`src/rtl/mem_port_arbiter_pkg.sv`:
```
// mem_arb_pkg: FSM state and owner encodings shared by mem_port_arbiter and its arbiter
package mem_arb_pkg;
  typedef enum logic [1:0] {IDLE = 2'd0, ISSUE = 2'd1, WAIT = 2'd2, RESP = 2'd3} state_e;
  localparam logic OWN_FETCH = 1'b0;
  localparam logic OWN_DATA = 1'b1;
endpackage

```
`src/rtl/mem_port_arbiter_if.sv`:
```
// mem_port_arbiter_if: fetch, data and MMU port signals of the shared-port arbiter
interface mem_port_arbiter_if #(parameter int ADDR_W = 32, parameter int DATA_W = 8);
  logic f_req;
  logic [ADDR_W-1:0] f_addr;
  logic f_ack;
  logic [DATA_W-1:0] f_rdata;
  logic d_req;
  logic d_we;
  logic [ADDR_W-1:0] d_addr;
  logic [DATA_W-1:0] d_wdata;
  logic d_ack;
  logic [DATA_W-1:0] d_rdata;
  logic [ADDR_W-1:0] mem_addr;
  logic mem_we;
  logic [DATA_W-1:0] mem_wdata;
  logic mem_request;
  logic [DATA_W-1:0] mem_rdata;
  logic mem_busy;
  logic owner;
  modport slave (
    input f_req, f_addr, d_req, d_we, d_addr, d_wdata, mem_rdata, mem_busy,
    output f_ack, f_rdata, d_ack, d_rdata, mem_addr, mem_we, mem_wdata, mem_request, owner
  );
  modport master (
    output f_req, f_addr, d_req, d_we, d_addr, d_wdata, mem_rdata, mem_busy,
    input f_ack, f_rdata, d_ack, d_rdata, mem_addr, mem_we, mem_wdata, mem_request, owner
  );
endinterface

```
`src/rtl/mem_port_arbiter_pick.sv`:
```
// mem_arb_pick: fetch/data winner select; MEM_ARB_STARVE_GUARD_EN adds a fetch starvation guard
module mem_arb_pick import mem_arb_pkg::*; #(
  parameter int STARVE_LIMIT = 4
) (
  input  logic clk,
  input  logic reset,
  input  logic arb_i,
  input  logic f_req_i,
  input  logic d_req_i,
  output logic win_o
);
`ifdef MEM_ARB_STARVE_GUARD_EN
  localparam int CW = $clog2(STARVE_LIMIT + 1);
  logic [CW-1:0] cnt_q, cnt_d;
  logic starve;
  assign starve = cnt_q == CW'(STARVE_LIMIT);
  assign win_o = d_req_i && !(f_req_i && starve) ? OWN_DATA : OWN_FETCH;
  // count data wins that leave a fetch waiting; any fetch grant clears the count
  always_comb cnt_d = !arb_i ? cnt_q : win_o == OWN_FETCH ? '0 : f_req_i && !starve ? cnt_q + 1'b1 : cnt_q;
  // starvation counter register
  always_ff @(posedge clk) cnt_q <= reset ? '0 : cnt_d;
`else
  logic unused;
  assign unused = ^{clk, reset, arb_i, f_req_i};
  assign win_o = d_req_i ? OWN_DATA : OWN_FETCH;
`endif
endmodule

```
`src/rtl/mem_port_arbiter.sv`:
```
// mem_port_arbiter: one-outstanding arbiter sharing a byte MMU port between fetch and data; MEM_ARB_STARVE_GUARD_EN enables the fetch starvation guard
module mem_port_arbiter import mem_arb_pkg::*; #(
  parameter int ADDR_W = 32,
  parameter int DATA_W = 8,
  parameter int STARVE_LIMIT = 4
) (
  input logic clk,
  input logic reset,
  mem_port_arbiter_if.slave bus
);
  state_e state_q, state_d;
  logic [ADDR_W-1:0] addr_q, addr_d;
  logic [DATA_W-1:0] wdata_q, wdata_d, f_rdata_q, f_rdata_d, d_rdata_q, d_rdata_d;
  logic we_q, we_d, owner_q, owner_d;
  logic arb, win, done, active;
  assign arb = state_q == IDLE && (bus.f_req || bus.d_req);
  assign done = state_q == WAIT && !bus.mem_busy;
  assign active = state_q != IDLE;
  mem_arb_pick #(.STARVE_LIMIT(STARVE_LIMIT)) u_pick (
    .clk(clk),
    .reset(reset),
    .arb_i(arb),
    .f_req_i(bus.f_req),
    .d_req_i(bus.d_req),
    .win_o(win)
  );
  // transaction sequence: IDLE -> ISSUE -> WAIT until MMU idle -> RESP -> IDLE
  always_comb begin
    state_d = state_q;
    case (state_q)
      IDLE:    state_d = arb ? ISSUE : IDLE;
      ISSUE:   state_d = WAIT;
      WAIT:    state_d = bus.mem_busy ? WAIT : RESP;
      default: state_d = IDLE;
    endcase
  end
  // latch the winner's request at arbitration; capture read data as the MMU finishes
  always_comb begin
    addr_d = arb ? (win ? bus.d_addr : bus.f_addr) : addr_q;
    we_d = arb ? win && bus.d_we : we_q;
    wdata_d = arb ? (win ? bus.d_wdata : '0) : wdata_q;
    owner_d = arb ? win : owner_q;
    f_rdata_d = done && owner_q == OWN_FETCH ? bus.mem_rdata : f_rdata_q;
    d_rdata_d = done && owner_q == OWN_DATA && !we_q ? bus.mem_rdata : d_rdata_q;
  end
  // state, request latch and response registers
  always_ff @(posedge clk) begin
    if (reset) begin
      state_q <= IDLE;
      addr_q <= '0;
      we_q <= 1'b0;
      wdata_q <= '0;
      owner_q <= OWN_FETCH;
      f_rdata_q <= '0;
      d_rdata_q <= '0;
    end else begin
      state_q <= state_d;
      addr_q <= addr_d;
      we_q <= we_d;
      wdata_q <= wdata_d;
      owner_q <= owner_d;
      f_rdata_q <= f_rdata_d;
      d_rdata_q <= d_rdata_d;
    end
  end
  assign bus.mem_request = state_q == ISSUE;
  assign bus.mem_addr = active ? addr_q : '0;
  assign bus.mem_we = active && we_q;
  assign bus.mem_wdata = active ? wdata_q : '0;
  assign bus.f_ack = state_q == RESP && owner_q == OWN_FETCH;
  assign bus.d_ack = state_q == RESP && owner_q == OWN_DATA;
  assign bus.f_rdata = f_rdata_q;
  assign bus.d_rdata = d_rdata_q;
  assign bus.owner = owner_q;
endmodule

```
`src/flat_wrapper.sv`:
```
// flat-port wrapper written by rule: the top's interface ports become plain ports
module mem_port_arbiter_flat import mem_arb_pkg::*;
#(
  parameter int ADDR_W = 32,
  parameter int DATA_W = 8,
  parameter int STARVE_LIMIT = 4
)
  (clk, reset, bus_f_req, bus_f_addr, bus_d_req, bus_d_we, bus_d_addr, bus_d_wdata, bus_mem_rdata, bus_mem_busy, bus_f_ack, bus_f_rdata, bus_d_ack, bus_d_rdata, bus_mem_addr, bus_mem_we, bus_mem_wdata, bus_mem_request, bus_owner);
  mem_port_arbiter_if #(.ADDR_W(ADDR_W), .DATA_W(DATA_W)) bus_i ();
  input logic clk;
  input logic reset;
  input wire logic [$bits(bus_i.f_req)-1:0] bus_f_req;
  input wire logic [$bits(bus_i.f_addr)-1:0] bus_f_addr;
  input wire logic [$bits(bus_i.d_req)-1:0] bus_d_req;
  input wire logic [$bits(bus_i.d_we)-1:0] bus_d_we;
  input wire logic [$bits(bus_i.d_addr)-1:0] bus_d_addr;
  input wire logic [$bits(bus_i.d_wdata)-1:0] bus_d_wdata;
  input wire logic [$bits(bus_i.mem_rdata)-1:0] bus_mem_rdata;
  input wire logic [$bits(bus_i.mem_busy)-1:0] bus_mem_busy;
  output wire logic [$bits(bus_i.f_ack)-1:0] bus_f_ack;
  output wire logic [$bits(bus_i.f_rdata)-1:0] bus_f_rdata;
  output wire logic [$bits(bus_i.d_ack)-1:0] bus_d_ack;
  output wire logic [$bits(bus_i.d_rdata)-1:0] bus_d_rdata;
  output wire logic [$bits(bus_i.mem_addr)-1:0] bus_mem_addr;
  output wire logic [$bits(bus_i.mem_we)-1:0] bus_mem_we;
  output wire logic [$bits(bus_i.mem_wdata)-1:0] bus_mem_wdata;
  output wire logic [$bits(bus_i.mem_request)-1:0] bus_mem_request;
  output wire logic [$bits(bus_i.owner)-1:0] bus_owner;
  assign bus_i.f_req = bus_f_req;
  assign bus_i.f_addr = bus_f_addr;
  assign bus_i.d_req = bus_d_req;
  assign bus_i.d_we = bus_d_we;
  assign bus_i.d_addr = bus_d_addr;
  assign bus_i.d_wdata = bus_d_wdata;
  assign bus_i.mem_rdata = bus_mem_rdata;
  assign bus_i.mem_busy = bus_mem_busy;
  assign bus_f_ack = bus_i.f_ack;
  assign bus_f_rdata = bus_i.f_rdata;
  assign bus_d_ack = bus_i.d_ack;
  assign bus_d_rdata = bus_i.d_rdata;
  assign bus_mem_addr = bus_i.mem_addr;
  assign bus_mem_we = bus_i.mem_we;
  assign bus_mem_wdata = bus_i.mem_wdata;
  assign bus_mem_request = bus_i.mem_request;
  assign bus_owner = bus_i.owner;
  mem_port_arbiter #(.ADDR_W(ADDR_W), .DATA_W(DATA_W), .STARVE_LIMIT(STARVE_LIMIT)) u_core (.clk(clk), .reset(reset), .bus(bus_i));
endmodule
```
`config.mk`:
```
export PLATFORM = sky130hd
export DESIGN_NAME = mem_port_arbiter_flat
export DESIGN_NICKNAME = d
export VERILOG_FILES = /design/src/rtl/mem_port_arbiter_pkg.sv /design/src/rtl/mem_port_arbiter_if.sv /design/src/rtl/mem_port_arbiter_pick.sv /design/src/rtl/mem_port_arbiter.sv /design/src/flat_wrapper.sv
export SDC_FILE = /design/constraint.sdc
export NUM_CORES = 1
export LEC_CHECK = 0
export ABC_CLOCK_PERIOD_IN_PS = 1600
export CAP_MARGIN = 20
export CORE_MARGIN = 5
export CORE_UTILIZATION = 40
export DETAILED_ROUTE_END_ITERATION = 10
export HOLD_SLACK_MARGIN = 0.08
export PLACE_DENSITY = 0.81
export SLEW_MARGIN = 20
export SYNTH_ARGS = -nofsm -noshare
export SYNTH_HDL_FRONTEND = slang
export SYNTH_SLANG_ARGS = --single-unit
```
`constraint.sdc`:
```
create_clock -name clk -period 1.6 [get_ports clk]
set_input_delay 0.16 -clock clk [delete_from_list [all_inputs] [get_ports clk]]
set_output_delay 0.16 -clock clk [all_outputs]
set_load 0.01 [all_outputs]
```
==> impl_metrics.ini <==
[global_routing]
antenna_found_initial = 0
grt_max_degree = 33
grt_util_all_layers = 0.192
grt_use_met2 = 0.297
grt_overflow = 0
grt_pass1_wl_microns = 13300
grtUsageMet1 = 0.243
top_usage_layer = met2
grt_pass1_vias = 2650
gr-usage-met3 = 0.0769

[run_status]
run_status = finished clean

[drt]
wl_microns = 9260
drtIter0Drc = 61
postRouteAntennaNets = 0
drt-pass1-iter-count = 4
num_vias = 2603
remaining_drc_errors = 0
wire_per_inst_microns = 17.3
via_per_inst = 4.87

[timing]
fmax_ghz = 0.635
clock_skew_ns = 0.00778
maxSlewViolCount = 0
slew_headroom = 0.712
setup_slack_ns = 0.0255
period_share = 0.984
grt_setup_unrepaired = true
setup_viol = 0
worstMarginPinSlew_ns = 0.432
timing_hold_violations_final = 0
finalCriticalPeriod_ns = 1.57

[setup_path]
critPathLaunchType = flip-flop
worstPathRequired_ns = 1.86
reg2reg_setup_slack_ns = 0.03
cp_max_fo = 16
cp-end-kind = flip-flop
crit_arrival_ns = 1.84
worst-setup-path-type = flip-flop to flip-flop

[placed_design]
gp_congestion = 0.716
place_ws_ns = -0.0396
placed_cell_area_sq_um = 4450
hpwl_microns = 6250
io_buffer_count = 146

[yosys]
yosysMostFrequentCell = dfxtp_1
syn_avg_cell_area_sq_um = 10.2
synth_area_leaders = dfxtp_1 (43%), mux2i_1 (14%), o2bb2ai_2 (11%)
postSynthCellCount = 277
ys_types = 25
yosysSeqAreaShare = 0.426
synth-seq-cells = 60
syn_nets = 368
synth_warnings = 0
async_flop_share = 0
synthTopCellsByCount = dfxtp_1 (60), nor2b_1 (43), mux2i_1 (40), nand2_1 (27), o2bb2ai_2 (20)
syn_area_sq_um = 2820
synth_top_cell_by_area = dfxtp_1
netlist.area_leader.share = 0.426
synth_edf_count = 0
synth_ff_type = dfxtp_1

[cts]
hold_buffers = 0
cts_root_buf = clkbuf_8
htreeDepth = 3
clockBufferDepth = 2
cts_sinks = 60
cts_buffers = 9
insertion_delay_ns = 0.33
cts_tree = done
clkSlewWorstSetupHoldPaths_ns = 0.07

[finish]
drive_gt1_frac = 0.288
final_area_sq_um = 4800
multiInputGateArea_sq_um = 1670
ff_latch_area_sq_um = 1200
area_growth_pct = 70.0
fillers = 542
layout.nets = 524
antennaDiodeCount = 0

[power_and_ir_drop]
leakagePower_nw = 1.97
power_density_nw_per_um2 = 1090
power_mw = 5.21
vdd_ir_drop_max_uv = 637

[die]
initial_core_util = 0.413
die_height_microns = 94.0
core-area_sq_um = 6830
dieArea_sq_um = 8840
chipWidth_microns = 94.0
rows = 30
num_io_pins = 147

[min_path]
hold_class = input port to flip-flop

[run]
cap_violations = 0
per-layer routing:
metal  up-vias  part of all wire
met5         -                 0
met2       111              0.45
met3        12              0.10
met4         0             0.014
li1       1281                 -
met1      1199              0.43
worst max-delay path, cell delays in order, from the launching register on:
cell and delay [ns]:
dfxtp_2 0.33, inv_2 0.07, ha_4 0.25, buf_12 0.15, o21ai_4 0.06, or2_4 0.29, clkbuf_16 0.20, o2bb2ai_1 0.15
timing repair:
item | 4_1_cts | 5_1_grt
endpoints found under the setup margin | 44 | 58
pin swaps | 1 | 17
resized for setup | 167 | 37
buffers inserted | 0 | 1
cloned | 1 | 4
report_power, final:
group          internal, mW  switching (mW)  total (mW)
registers              1.69           0.140        1.83
clock network          1.00           0.590        1.59
logic                 0.977           0.817        1.79
total                  3.67            1.55        5.21
state kept, by name (all words and copies together) (netlist names):
register,cells
u_core.addr_q,32
u_core.bus.d_rdata,8
u_core.bus.f_rdata,8
u_core.bus.owner,1
u_core.state_q,2
u_core.wdata_q,8
u_core.we_q,1
cell families (layout without fill, tap and decap cells):
group / after synthesis / in the layout / share of synthesized area
multiplexers: 40 / 40 / 0.142
AND/OR/NAND/NOR: 94 / 94 / 0.178
flip-flops: 60 / 60 / 0.426
AO/OA/AOI/OAI: 52 / 52 / 0.181
adder cells (fa/ha/maj): 5 / 5 / 0.0222
buffers and inverters: 26 / 187 / 0.0510
area by class of cell:
| type | instances | area share |
|---|---|---|
| multi-input combinational | 191 | 0.349 |
| timing repair buffer | 169 | 0.325 |
| clock inverter | 4 | 0.0146 |
| tap | 96 | 0.0250 |
| inverter | 2 | 0.00156 |
| sequential | 60 | 0.251 |
| clock buffer | 12 | 0.0344 |
metrics by stage:
step | setup TNS, ns | hold WS, ns | cells | utilization
after global placement | -0.00251 | 0.436 | 512 | 0.651
after floorplan | 0 | 0.296 | 277 | -
after detailed placement | -0.113 | 0.439 | 512 | 0.651
final | 0 | 0.351 | 534 | 0.703
after global routing | -0.163 | 0.379 | 534 | 0.703
after CTS | -0.000798 | 0.329 | 529 | 0.668
cell usage in the layout (no fill, tap or decap), types with 12 or more instances in the layout:
cell,n
clkdlybuf4s50_1,101
dfxtp_1,57
buf_2,42
mux2i_1,40
nor2b_1,39
nand2_1,27
o2bb2ai_2,19
a21oi_1,18
buf_4,13
clkbuf_8,12
final timing paths:
check / end / cells after the start / from
min: u_core.bus.owner$_SDFFE_PP0P_ / 5 / bus_d_req
min reg2reg: u_core.wdata_q[3]$_SDFFE_PP0P_ / 2 / u_core.wdata_q[3]$_SDFFE_PP0P_
max: u_core.addr_q[26]$_SDFFE_PP0P_ / 7 / u_core.state_q[1]$_SDFF_PP0_
max reg2reg: u_core.addr_q[26]$_SDFFE_PP0P_ / 7 / u_core.state_q[1]$_SDFF_PP0_
No activity file was read; power rests on OpenSTA's default activity.
